<file path="src/rtl/bet_pkg.sv">
// Shared definitions for the betting ledger.
//   state_t      : ledger FSM states (OPEN / LOCKED / BROKE)
//   SIDE_*       : wager side encodings as driven from SW[9:8]
//   BAL_MAX      : bankroll ceiling used by the saturating settlement
package bet_pkg;

    typedef enum logic [1:0] {
        ST_OPEN   = 2'd0,
        ST_LOCKED = 2'd1,
        ST_BROKE  = 2'd2
    } state_t;

    localparam logic [1:0] SIDE_PLAYER  = 2'b00;
    localparam logic [1:0] SIDE_DEALER  = 2'b01;
    localparam logic [1:0] SIDE_TIE     = 2'b10;
    localparam logic [1:0] SIDE_INVALID = 2'b11;

    // 12-bit so it compares directly against the widened settlement sum
    localparam logic [11:0] BAL_MAX = 12'd255;

endpackage

</file>
<file path="src/rtl/payout_calc.sv">
// Settlement arithmetic for one round (purely combinational).
// Ports:
//   balance     in  [7:0] current bankroll
//   bet         in  [7:0] locked wager
//   side        in  [1:0] locked side (SIDE_*)
//   outcome     in  [1:0] {player_win, dealer_win}; 11 = tie, 00 = loss
//   new_balance out [7:0] settled bankroll, clamped to [0, BAL_MAX]
module payout_calc
    import bet_pkg::*;
#(
    parameter int TIE_MULT = 8
) (
    input  logic [7:0] balance,
    input  logic [7:0] bet,
    input  logic [1:0] side,
    input  logic [1:0] outcome,
    output logic [7:0] new_balance
);

    logic        w_tie, w_pwin, w_dwin;
    logic [11:0] w_bal12, w_bet12, w_tie_pay, w_sum;

    assign w_tie     = (outcome == 2'b11);
    assign w_pwin    = (outcome == 2'b10);
    assign w_dwin    = (outcome == 2'b01);
    assign w_bal12   = {4'd0, balance};
    assign w_bet12   = {4'd0, bet};
    assign w_tie_pay = w_bet12 * 12'(TIE_MULT);

    always_comb begin
        w_sum = w_bal12;
        if ((side == SIDE_PLAYER && w_pwin) || (side == SIDE_DEALER && w_dwin))
            w_sum = w_bal12 + w_bet12;
        else if (side == SIDE_TIE && w_tie)
            w_sum = w_bal12 + w_tie_pay;
        else if ((side == SIDE_PLAYER || side == SIDE_DEALER) && w_tie)
            w_sum = w_bal12;                        // push: stake returned
        else
            w_sum = (w_bet12 > w_bal12) ? 12'd0 : (w_bal12 - w_bet12);
    end

    assign new_balance = (w_sum > BAL_MAX) ? BAL_MAX[7:0] : w_sum[7:0];

endmodule

</file>
<file path="src/rtl/bet_ledger.sv">
// Bankroll ledger for a baccarat-style round: lock a wager, settle on the
// round outcome, go BROKE when the bankroll hits zero.
// Ports:
//   slow_clock           in   clock, all state on rising edge
//   reset                in   synchronous active-high reset
//   bet_amount[7:0]      in   requested wager
//   bet_side[1:0]        in   SIDE_* encoding
//   bet_confirm          in   one-cycle lock request (OPEN only)
//   result_valid         in   one-cycle outcome strobe (LOCKED only)
//   player_win/dealer_win in  outcome bits, both high = tie
//   betenabled           out  high while OPEN
//   updatebalanceenable  out  one-cycle pulse after a settlement
//   balance[7:0]         out  current bankroll
//   locked_bet[7:0]      out  wager held for the round
//   bet_error            out  one-cycle pulse on a rejected confirm
module bet_ledger
    import bet_pkg::*;
#(
    parameter logic [7:0] INIT_BALANCE = 8'd100,
    parameter int         TIE_MULT     = 8
) (
    input  logic       slow_clock,
    input  logic       reset,
    input  logic [7:0] bet_amount,
    input  logic [1:0] bet_side,
    input  logic       bet_confirm,
    input  logic       result_valid,
    input  logic       player_win,
    input  logic       dealer_win,
    output logic       betenabled,
    output logic       updatebalanceenable,
    output logic [7:0] balance,
    output logic [7:0] locked_bet,
    output logic       bet_error
);

    state_t     r_state;
    logic [1:0] r_side;
    logic [7:0] r_balance, r_locked;
    logic       r_betenabled, r_upd, r_err;

    logic [7:0] w_new_balance, w_lock_amt;
    logic       w_bet_ok;

    payout_calc #(.TIE_MULT(TIE_MULT)) u_payout (
        .balance     (r_balance),
        .bet         (r_locked),
        .side        (r_side),
        .outcome     ({player_win, dealer_win}),
        .new_balance (w_new_balance)
    );

    assign w_bet_ok   = (bet_side != SIDE_INVALID) && (bet_amount != 8'd0);
    // Never stake more than the bankroll, so a loss cannot underflow.
    assign w_lock_amt = (bet_amount > r_balance) ? r_balance : bet_amount;

    always_ff @(posedge slow_clock) begin
        if (reset) begin
            r_state      <= ST_OPEN;
            r_side       <= SIDE_PLAYER;
            r_balance    <= INIT_BALANCE;
            r_locked     <= 8'd0;
            r_betenabled <= 1'b1;
            r_upd        <= 1'b0;
            r_err        <= 1'b0;
        end else begin
            r_upd <= 1'b0;
            r_err <= 1'b0;
            case (r_state)
                ST_OPEN: begin
                    if (bet_confirm) begin
                        if (w_bet_ok) begin
                            r_locked     <= w_lock_amt;
                            r_side       <= bet_side;
                            r_state      <= ST_LOCKED;
                            r_betenabled <= 1'b0;
                        end else begin
                            r_err <= 1'b1;
                        end
                    end
                end
                ST_LOCKED: begin
                    if (result_valid) begin
                        r_balance <= w_new_balance;
                        r_locked  <= 8'd0;
                        r_upd     <= 1'b1;
                        if (w_new_balance == 8'd0) begin
                            r_state      <= ST_BROKE;
                            r_betenabled <= 1'b0;
                        end else begin
                            r_state      <= ST_OPEN;
                            r_betenabled <= 1'b1;
                        end
                    end
                end
                default: ;  // BROKE: frozen until reset
            endcase
        end
    end

    assign betenabled          = r_betenabled;
    assign updatebalanceenable = r_upd;
    assign balance             = r_balance;
    assign locked_bet          = r_locked;
    assign bet_error           = r_err;

endmodule

</file>
<file path="config.mk">
export PLATFORM = sky130hd
export DESIGN_NAME = bet_ledger
export DESIGN_NICKNAME = d
export VERILOG_FILES = /design/src/rtl/bet_pkg.sv /design/src/rtl/payout_calc.sv /design/src/rtl/bet_ledger.sv
export SDC_FILE = /design/constraint.sdc
export NUM_CORES = 1
export LEC_CHECK = 0
export ABC_AREA = 1
export CAP_MARGIN = 25
export CORE_UTILIZATION = 51
export DETAILED_ROUTE_END_ITERATION = 6
export PLACE_DENSITY = 0.78
export SETUP_SLACK_MARGIN = 0.2
export SLEW_MARGIN = 20
export SYNTH_ARGS = -nofsm -noshare
export SYNTH_HDL_FRONTEND = slang
export SYNTH_SLANG_ARGS = --single-unit
</file>
<file path="constraint.sdc">
create_clock -name slow_clock -period 2 [get_ports slow_clock]
set_input_delay 0.4 -clock slow_clock [delete_from_list [all_inputs] [get_ports slow_clock]]
set_output_delay 0.4 -clock slow_clock [all_outputs]
set_load 0.1 [all_outputs]
</file>
* Word-level counts from Yosys, hierarchy flattened *
Cells that the tools add are included.

cells by class
  add/subtract/negate cells = 3
  magnitude comparators = 3
  equality and inequality tests = 10
  multiplexer cells = 22
  bitwise operators = 3
  reductions and logical operators = 17

operator list
  operator                                                                count
  12-bit 2-to-1 mux                                                       4
  8-bit 2-to-1 mux                                                        5
  8-bit > comparator                                                      2
  8-bit case mux with 2 select lines                                      1
  8-bit by 11-bit adder with 12-bit output                                1
  12-bit by 8-bit > comparator with 1-bit output (second input constant)  1
  8-bit by 8-bit adder with 9-bit output                                  1
  8-bit by 8-bit subtractor with 9-bit output                             1
  8-bit zero test                                                         1
  2-bit 2-to-1 mux                                                        4
  2-bit inequality test (second input constant)                           4
  8-bit nonzero test                                                      1
  2-bit by 1-bit == test with 1-bit output (second input constant)        3
  2-bit == test (second input constant)                                   3
  1-bit 2-to-1 mux                                                        6
  1-bit logical AND                                                       5
  2-bit zero test                                                         2
  2-bit case mux with 2 select lines                                      1
  4-bit AND reduction                                                     1
  1-bit NOT                                                               3
  3-bit AND reduction                                                     1
  3-bit OR reduction                                                      1
  1-bit logical OR                                                        2
  1-bit case mux with 2 select lines                                      1
  3 further kinds                                                         3

storage, ports and cells
  bits in registers = 23
  output and inout port bits = 19

* Depth between registers and ports, before layout *
Gate-level depths: netlist of the first run.

  depth after elaboration = 12
  gate-level depth with buffers = 20
  mapped depth without buffers = 20

* Hierarchy *
A second synthesis of the first run with hierarchy kept.

second synthesis, totals
  cell total of the unflattened synthesis = 427
  area total of the unflattened synthesis = 2670.1 um2

by module, submodules not included
  module       times used  cells each  area each (um2)  seq. area each (um2)
  payout_calc  1           260         1422.6           0.0
  bet_ledger   1           167         1247.4           460.4

* Least setup slack after synthesis of the first run *
No wires, ideal clock.

  kind = reg-to-reg
  start = register r_locked[1] (netlist: locked_bet[1])
  end = register r_state[1]
  setup time = 0.113 ns
  arrival = 2.692 ns
  required time = 1.887 ns
  setup slack = -0.805 ns
  cell stages (with the launch flop) = 17
  buffers on the path = 0
  period minus slack after synthesis = 2.805 ns
  cells stage by stage = dfxtp_1 > inv_1 > fa_1 > nand2_1 > nand3_1 > nand3_2 > nor2_1 > nor2_1 > nand2_2 > nand2_2 > nand2_2 > nor2_2 > nor2_4 > nand2_1 > nor2_1 > nand3_1 > nand2_1

on the way
  word-level cells in the longest chain between the ends = 11
  elaborated cells between the ends (all ways) = 14
  classes of those cells = 3 x add/sub; 2 x order compare; 8 x mux; 1 x reduce/logical

RTL lines
  item                                                                                      RTL line           text
  from (decl)                                                                               bet_ledger.sv:39   logic [7:0] r_balance, r_locked;
  from (signal assigned)                                                                    bet_ledger.sv:73   r_locked <= w_lock_amt;
  8-bit by 8-bit subtractor with 9-bit output / 8-bit > comparator (equally long branches)  payout_calc.sv:39  w_sum = (w_bet12 > w_bal12) ? 12'd0 : (w_bal12 - w_bet12);
  12-bit 2-to-1 mux                                                                         payout_calc.sv:39
  12-bit 2-to-1 mux                                                                         payout_calc.sv:36  else if ((side == SIDE_PLAYER || side == SIDE_DEALER) && w_tie)
  12-bit 2-to-1 mux                                                                         payout_calc.sv:34  else if (side == SIDE_TIE && w_tie)
  12-bit 2-to-1 mux *                                                                       payout_calc.sv:32  if ((side == SIDE_PLAYER && w_pwin) || (side == SIDE_DEALER && w_dwin))
  12-bit by 8-bit > comparator with 1-bit output                                            payout_calc.sv:42  assign new_balance = (w_sum > BAL_MAX) ? BAL_MAX[7:0] : w_sum[7:0];
  8-bit 2-to-1 mux *                                                                        payout_calc.sv:42
  8-bit zero test *                                                                         bet_ledger.sv:87   if (w_new_balance == 8'd0) begin
  2-bit 2-to-1 mux *                                                                        bet_ledger.sv:87
  2-bit 2-to-1 mux *                                                                        bet_ledger.sv:83   if (result_valid) begin
  2-bit case mux with 2 select lines *                                                      bet_ledger.sv:69   case (r_state)
  to (signal assigned)                                                                      bet_ledger.sv:75   r_state <= ST_LOCKED;
  to (signal assigned)                                                                      bet_ledger.sv:88   r_state <= ST_BROKE;
  to (signal assigned)                                                                      bet_ledger.sv:91   r_state <= ST_OPEN;
  to (decl)                                                                                 bet_ledger.sv:37   state_t r_state;

Every way passes the cells marked *; elsewhere a longest branch is shown, timed or not. The select of a mux whose other input is x is not followed.
A chain may end at the register's enable or synchronous reset.

* Final worst setup path of the first run *
  start = register r_locked[0] (netlist: locked_bet[0])
  end = register r_betenabled (netlist: betenabled)

on the way
  word-level cells in the longest chain between the ends = 11
  elaborated cells between the ends (all ways) = 14
  classes of those cells = 3 x add/sub; 2 x order compare; 8 x mux; 1 x reduce/logical

RTL lines
  item                                                                                      RTL line           text
  8-bit by 8-bit subtractor with 9-bit output / 8-bit > comparator (equally long branches)  payout_calc.sv:39
  12-bit 2-to-1 mux                                                                         payout_calc.sv:39
  12-bit 2-to-1 mux                                                                         payout_calc.sv:36
  12-bit 2-to-1 mux                                                                         payout_calc.sv:34
  12-bit 2-to-1 mux *                                                                       payout_calc.sv:32
  12-bit by 8-bit > comparator with 1-bit output                                            payout_calc.sv:42
  8-bit 2-to-1 mux *                                                                        payout_calc.sv:42
  8-bit zero test *                                                                         bet_ledger.sv:87
  1-bit 2-to-1 mux *                                                                        bet_ledger.sv:87
  1-bit 2-to-1 mux *                                                                        bet_ledger.sv:83
  1-bit case mux with 2 select lines *                                                      bet_ledger.sv:69
  to (signal assigned)                                                                      bet_ledger.sv:76   r_betenabled <= 1'b0;
  to (signal assigned)                                                                      bet_ledger.sv:89   r_betenabled <= 1'b0;
  to (signal assigned)                                                                      bet_ledger.sv:92   r_betenabled <= 1'b1;
  to (decl)                                                                                 bet_ledger.sv:40   logic r_betenabled, r_upd, r_err;

Marks and branches as above.

==> impl_metrics.csv, run 1 <==
group,metric,value,unit
die,die_h,73.30,um
synthesis,yosysWarningCount,0,
synthesis,synth_simple_gate_area_share,36.34,%
clocking,h-tree-depth,1,
worst_setup_path,crit_fanout,4,
route,drt_iter0_markers,214,
global_routing,met3_usage,4.115,%
synthesis,synth_fa_ha_area_share,16.31,%
worst_setup_path,r2r_cells,14,
global_routing,met1_usage,45.71,%
cells_and_area,fin_nets,583,
timing,maxSlewViolCount,0,
global_routing,grt_usage,37.39,%
timing,period_share,112.1,%
cells_and_area,multi_input_area,2196,um^2
min_path,worstHoldStart,"betenabled$_SDFFE_PP1P_",
global_routing,grt_pass1_vias,3178,
route,drc,0,
synthesis,synthMuxAreaShare,0.3861,%
clocking,clkSinkCount,23,
min_path,hold-path-endpoint,"betenabled$_SDFFE_PP1P_",
clocking,cts.reportedPaths.clkPinSlew,0.08,ns
timing,tightest_slew,0.4877,ns
worst_setup_path,cp-end-kind,"register",
clocking,clock_latency,0.27,ns
synthesis,synth_xor_area_share,1.689,%
synthesis,synth_seq_area_share,17.76,%
worst_setup_path,cp_data_required_time,2.16,ns
min_path,hold_path_depth,2,
timing,finClkSkew,0.0008977,ns
clocking,cts_root_buffer,"clkbuf_8",
synthesis,post_synth.cell_area_avg,6.232,um^2
cells_and_area,drive_gt1_share,38.76,%
power,p_leak,2.009,nW
worst_setup_path,r2r_end,"betenabled$_SDFFE_PP1P_",
clocking,cts-buffers-inserted,3,
timing,max_freq,0.4458,GHz
placement,io_buffer_count,34,
die,die_x,73.30,um
die,die-area,5372,um^2
route,drt_wl_total,9870,um
die,core,4817,um^2
global_routing,grt_overflow,0,
route,dr.pass1.iters,6,
cells_and_area,layout_common_cells,"nand2_1, buf_4, inv_1, a21oi_1, nand3_1",
global_routing,grt_first_pass_wirelength,15220,um
synthesis,yosys.cell_types.count,35,
timing,rsz0062_at_grt,"yes",
power,ir_worst_vdd,0.0005672,V
synthesis,syn_nets,464,
placement,dp_slack,-0.4748,ns
power,seq_power_share,19.8,%
power,p_switching,1.453,mW
worst_setup_path,ff2ff_setup_slack,-0.24,ns
synthesis,synth_compound_area_share,17.23,%
worst_setup_path,r2r-start,"locked_bet[0]$_SDFFE_PP0P_",
cells_and_area,n_fill_cell,305,
synthesis,synth-seq-cells,23,
power,p_int,1.483,mW
synthesis,synth_top_family_by_area,"simple AND/OR/NAND/NOR gates",
placement,gp_congestion,0.9748,
timing,setup_slack,-0.2430,ns
power,clkPwrFrac,10.0,%
synthesis,synth_area,2592,um^2
timing,hold_ws,0.4988,ns
power,powerDensity,720.1,nW/um^2
synthesis,syn_inst,416,
cells_and_area,insertedDiodeCount,0,
cells_and_area,final-seq-area,520.5,um^2
die,rows,25,
worst_setup_path,crit_path_start_kind,"register",
worst_setup_path,arrival,2.41,ns
global_routing,antenna_found_initial,0,
flow_run,maxCapViolCount,0,
die,start_util,53.82,%
route,vias_per_cell,5.636,
die,num_io_pins,35,
cells_and_area,final_common_cell,"nand2_1",
clocking,cts_tree,"yes",
route,ant_nets,0,
power,p_comb_share,70.2,%
power,netSwitchingFraction,49.48,%
timing,slew_headroom,67.45,%
min_path,hold_path.class,"register to register",
outcome,outcome,"finished, violations left",
timing,finalHoldViolations,0,
route,avgRoutedWirePerCell,16.42,um
power,power.total,2.936,mW
clocking,cts.path.max_buffers,2,
cells_and_area,syn2layout_area_growth,57.29,%
outcome,violations,"negative setup slack",
route,vias,3387,
timing,period_minus_slack,2.243,ns
global_routing,grt_util_met2,67.90,%
global_routing,grt_max_degree,17,
global_routing,top_usage_layer,"met2",
timing,report.final.setup_viol,18,
worst_setup_path,worstSetupPathType,"register to register",
placement,hpwlAfterDp,6908,um
synthesized netlist by cell type (all sizes together):
cell / count / area [um^2]
nand2: 108 / 425.4
inv: 65 / 244.0
a21oi: 45 / 244.0
nor2: 38 / 160.2
nand3: 36 / 200.2
ha: 29 / 362.9
o21ai: 29 / 145.1
dfxtp: 23 / 460.4
nand4: 9 / 56.30
nor3: 6 / 46.30
clkbuf: 4 / 15.01
a31oi: 3 / 18.77
fa: 3 / 60.06
nand3b: 3 / 35.03
or2: 3 / 18.77
xor2: 3 / 26.28
a211oi: 2 / 15.01
o211ai: 2 / 15.01
xnor2: 2 / 17.52
a41oi: 1 / 8.760
buf: 1 / 7.510
mux2i: 1 / 10.01
per-layer routing:
layer  up-vias  share of wire [%]
li1       1611                  -
met1      1542                 41
met2       179                 47
met3        55                7.0
met4         0                4.8
met5         -                  0
worst max-delay path, stage by stage, from the launching register on:
cell and delay [ns]:
dfxtp_4 0.39, ha_4 0.18, fa_2 0.37, nand3_2 0.08
nand3_2 0.07, a21oi_1 0.15, nand2_1 0.09, a21oi_2 0.21
nor2_4 0.08, nor2_4 0.10, nand2_1 0.06, nor2_1 0.15
nand2_1 0.08, nand2_1 0.08, nand2_1 0.06
sequential cells by signal, summed over array words and instances, names as in the netlist:
| signal | cells |
|---|---|
| balance | 8 |
| bet_error | 1 |
| updatebalanceenable | 1 |
| r_side | 2 |
| locked_bet | 8 |
| betenabled | 1 |
| r_state | 2 |
cell families after synthesis:
| group | Yosys count |
|---|---|
| compound gates | 82 |
| xor+xnor | 5 |
| fa+ha+maj | 32 |
| buf+inv | 70 |
| flops | 23 |
| mux | 1 |
| simple gates | 203 |
power by group through the flow:
stage	Combinational (mW)	Sequential, mW	Clock (mW)
floorplan	0.900	0.853	0
global placement	1.77	0.585	0
detailed placement	1.82	0.588	0
CTS	1.91	0.578	0.292
global route	2.21	0.588	0.311
finish	2.06	0.582	0.293
final cells by class:
cell class / instances / share of cell area [%]
Multi-Input combinational cell: 324 / 53.85
Inverter: 65 / 6.106
Sequential cell: 23 / 12.76
Clock buffer: 3 / 1.013
Timing Repair Buffer: 118 / 24.09
Tap cell: 67 / 2.056
Clock inverter: 1 / 0.1227
what timing repair did:
action | 4_1_cts | 5_1_grt
pin swaps | 22 | 2
setup buffers | 10 | 1
hold buffers | 0 | 0
hold endpoints to repair | 0 | 0
gates resized for setup | 31 | 24
cloned | 1 | 0
endpoints found under the setup margin | 19 | 21
how the worst max path moves through the flow:
stage,start,endpoint,slack (ns),cells past startpoint
global route,locked_bet[0]$_SDFFE_PP0P_,betenabled$_SDFFE_PP1P_,-0.39,19
detailed placement,bet_amount[7],locked_bet[4]$_SDFFE_PP0P_,-0.47,9
floorplan,balance[0]$_SDFFE_PP0P_,betenabled$_SDFFE_PP1P_,-0.15,19
CTS,locked_bet[0]$_SDFFE_PP0P_,betenabled$_SDFFE_PP1P_,-0.16,19
finish,locked_bet[0]$_SDFFE_PP0P_,betenabled$_SDFFE_PP1P_,-0.24,14
global placement,player_win,betenabled$_SDFFE_PP1P_,-0.35,14
through the flow:
| stage | TNS, ns | cell area (um^2) | cells | utilization [%] |
|---|---|---|---|---|
| 6_report | -2.917 | 4078 | 601 | 84.65 |
| 5_1_grt | -4.028 | 4078 | 601 | 84.65 |
| 4_1_cts | -1.022 | 3984 | 600 | 82.70 |
| 3_5_place_dp | -6.085 | 3766 | 585 | 78.18 |
| 3_3_place_gp | -4.810 | 3766 | 585 | 78.18 |
| 2_1_floorplan | -0.7546 | 2836 | 416 | - |
No activity file was read; power rests on OpenSTA's default activity.
==> inputs of run 2 (changes only) <==
--- a/config.mk
+++ b/config.mk
@@ -7,11 +7,12 @@
 export LEC_CHECK = 0
 export ABC_AREA = 1
 export CAP_MARGIN = 25
-export CORE_UTILIZATION = 51
+export CORE_UTILIZATION = 30
 export DETAILED_ROUTE_END_ITERATION = 6
-export PLACE_DENSITY = 0.78
+export PLACE_DENSITY = 0.5
 export SETUP_SLACK_MARGIN = 0.2
 export SLEW_MARGIN = 20
 export SYNTH_ARGS = -nofsm -noshare
 export SYNTH_HDL_FRONTEND = slang
+export SYNTH_HIERARCHICAL = 1
 export SYNTH_SLANG_ARGS = --single-unit
==> run 2 against run 1 <==
Net effect: the run still ends with negative setup slack left; total power decreased by 17%; cell area rose by 6.6%; clock skew increased by 0.0012 ns; non-clock buffer count is 12 higher; synthesized area rose by 3.0%; largest power group unchanged; critical path type unchanged; final cell count up 10%; critical path depth rose by 4; critical endpoint unchanged; via count decreased by 6.2%; synthesized cell count is 2.6% higher; global-route usage is 17 points lower; count of clock-buffer cells in the layout is 1 higher.
==> impl_metrics.csv, run 2 <==
group,metric,value,unit
die,start_util,30.77,%
clocking,cts_tree,"yes",
clocking,cts_root_buffer,"clkbuf_8",
timing,finClkSkew,0.002071,ns
cells_and_area,final_common_cell,"buf_4",
timing,rsz0062_at_grt,"yes",
placement,gp_congestion,0.9058,
timing,setup_tns,-2.996,ns
worst_setup_path,cp_data_required_time,2.14,ns
timing,slew_headroom,73.69,%
worst_setup_path,crit_start,"balance[4]$_SDFFE_PP0P_",
timing,setup_slack,-0.4765,ns
worst_setup_path,cp-endpoint,"betenabled$_SDFFE_PP1P_",
die,die_h,96.34,um
synthesis,synth_seq_area_share,17.24,%
route,drc,0,
timing,max_freq,0.4038,GHz
route,vias,3176,
clocking,cts.reportedPaths.clkPinSlew,0.08,ns
route,drt_wl_total,9104,um
die,die_x,96.34,um
worst_setup_path,crit_path_start_kind,"register",
timing,period_share,123.8,%
cells_and_area,stdcell_area,4347,um^2
cells_and_area,syn2layout_area_growth,62.79,%
synthesis,synth-edff-count,0,
timing,finalHoldViolations,0,
global_routing,grt_overflow,0,
worst_setup_path,crit_fanout,8,
route,dr.pass1.iters,7,
cells_and_area,drive_gt1_share,42.50,%
worst_setup_path,cp-end-kind,"register",
outcome,violations,"negative setup slack",
power,p_leak,2.238,nW
min_path,hold_path.class,"register to register",
clocking,h-tree-depth,1,
flow_run,maxCapViolCount,0,
die,rows,34,
route,vias_per_cell,4.805,
worst_setup_path,arrival,2.62,ns
die,die-area,9281,um^2
worst_setup_path,worstSetupPathType,"register to register",
timing,maxSlewViolCount,0,
global_routing,grt_max_degree,14,
timing,period_minus_slack,2.477,ns
global_routing,top_usage_layer,"met2",
global_routing,met3_usage,0.9479,%
cells_and_area,insertedDiodeCount,0,
die,core,8678,um^2
timing,tightest_slew,0.3943,ns
cells_and_area,layout_common_cells,"buf_4, nand2_1, inv_1, nor2_1, nand3_1",
route,ant_nets,0,
timing,report.final.setup_viol,10,
synthesis,synth_area,2670,um^2
power,ir_worst_vdd,0.0003014,V
synthesis,synth-seq-cells,23,
route,avgRoutedWirePerCell,13.77,um
synthesis,syn_nets,475,
placement,dp_slack,-0.5649,ns
synthesis,yosysWarningCount,6,
synthesis,synthArstFlopShare,0,%
global_routing,met1_usage,26.30,%
synthesis,yosysTopAreaCell,"dfxtp_1",
worst_setup_path,r2r-start,"balance[4]$_SDFFE_PP0P_",
route,drt_iter0_markers,90,
global_routing,grt_usage,20.10,%
synthesis,yosys.cell_types.count,39,
die,num_io_pins,35,
cells_and_area,final_util,50.09,%
worst_setup_path,r2r_cells,18,
placement,placed_area,3777,um^2
synthesis,yosysMostFrequentCell,"nand2_1",
cells_and_area,fin_nets,602,
synthesis,netlist.area_leader.share,17.24,%
global_routing,antenna_found_initial,0,
global_routing,grt_util_met2,36.88,%
synthesis,synth.area.top_cells,"dfxtp_1, nand2_1, ha_1",
power,powerDensity,560.7,nW/um^2
synthesis,synth-main-ff-cell,"dfxtp_1",
global_routing,grt_first_pass_wirelength,14610,um
clocking,clkSinkCount,23,
placement,io_buffer_count,34,
outcome,outcome,"finished, violations left",
clocking,cts_hold_buf,0,
synthesis,post_synth.cell_area_avg,6.253,um^2
worst_setup_path,r2r_end,"betenabled$_SDFFE_PP1P_",
min_path,worstHoldStart,"r_state[0]$_SDFFE_PP0P_",
placement,hpwlAfterDp,7382,um
clocking,cts-buffers-inserted,3,
worst_setup_path,ff2ff_setup_slack,-0.48,ns
clocking,clock_latency,0.26,ns
synthesis,syn_inst,427,
synthesis,synthTopCellsByCount,"nand2_1, inv_1, nand3_1",
clocking,cts.path.max_buffers,2,
global_routing,grt_pass1_vias,3123,
run 2: changes by cell type after synthesis, sizes merged, moves of 3 or more:
cell and delta:
o21ai -18, a21oi -12, inv +3, nand3 +13, nand2 +13, buf +7, o21bai +3, nand3b -3
xor2 +3
run 2: logic make-up after synthesis:
group / share of synthesized area [%]
AND/OR/NAND/NOR: 39.50
buffers and inverters: 12.14
AO/OA/AOI/OAI: 12.65
XOR/XNOR: 2.624
flip-flops: 17.24
adder cells (fa/ha/maj): 15.84
run 2: how the worst min path moves through the flow:
stage / endpoint / slack [ns] / cells past startpoint
6_report: r_state[0]$_SDFFE_PP0P_ / 0.50 / 2
5_1_grt: r_state[0]$_SDFFE_PP0P_ / 0.55 / 2
4_1_cts: r_state[0]$_SDFFE_PP0P_ / 0.50 / 2
3_5_place_dp: r_state[0]$_SDFFE_PP0P_ / 0.49 / 2
3_3_place_gp: r_state[0]$_SDFFE_PP0P_ / 0.48 / 2
2_1_floorplan: r_state[0]$_SDFFE_PP0P_ / 0.45 / 2
run 2: repair_timing:
action,in CTS,in global routing
pin swaps,11,28
endpoints found under the setup margin,15,18
gates resized for setup,19,70
cloned,2,0
setup buffers,6,6
run 2: per-layer routing:
| layer | vias to the layer above | wire length (um) |
|---|---|---|
| met2 | 55 | 4549 |
| li1 | 1638 | - |
| met3 | 6 | 230 |
| met5 | - | 0 |
| met1 | 1477 | 4275 |
| met4 | 0 | 48 |
run 2: metrics by stage:
step / power (mW) / hold slack [ns] / cells
after detailed placement: 1.930 / 0.4855 / 643
after CTS: 2.300 / 0.4964 / 655
after floorplan: 1.397 / 0.4527 / 427
after global routing: 2.617 / 0.5509 / 661
final: 2.437 / 0.4965 / 661
after global placement: 1.929 / 0.4796 / 643
run 2: final cells by class:
class / instances / area (um^2)
Fill cell: 907 / 4332
Multi-Input combinational cell: 328 / 2325
Timing Repair Buffer: 130 / 1059
Sequential cell: 23 / 520.5
Inverter: 68 / 262.8
Tap cell: 108 / 135.1
Clock buffer: 4 / 45.04
run 2: where the power goes:
part	switching [mW]	internal [mW]	total (mW)
clock	0.151	0.142	0.293
combinational	0.935	0.675	1.61
sequential	0.0467	0.488	0.534
total	1.13	1.30	2.44
run 2: critical path: stages (launching register included):
cell     delay, ns
dfxtp_4       0.39
buf_6         0.12
fa_2          0.41
nand3_2       0.08
nand3_2       0.08
a21oi_2       0.12
nand2_1       0.06
nand2_1       0.05
nand2_1       0.04
nor2_1        0.12
nor2_2        0.07
nor2_4        0.18
nand2_1       0.11
nor2_1        0.10
nand2_1       0.07
nor3_2        0.13
nand2_1       0.08
nand3_1       0.08
nand3_1       0.06
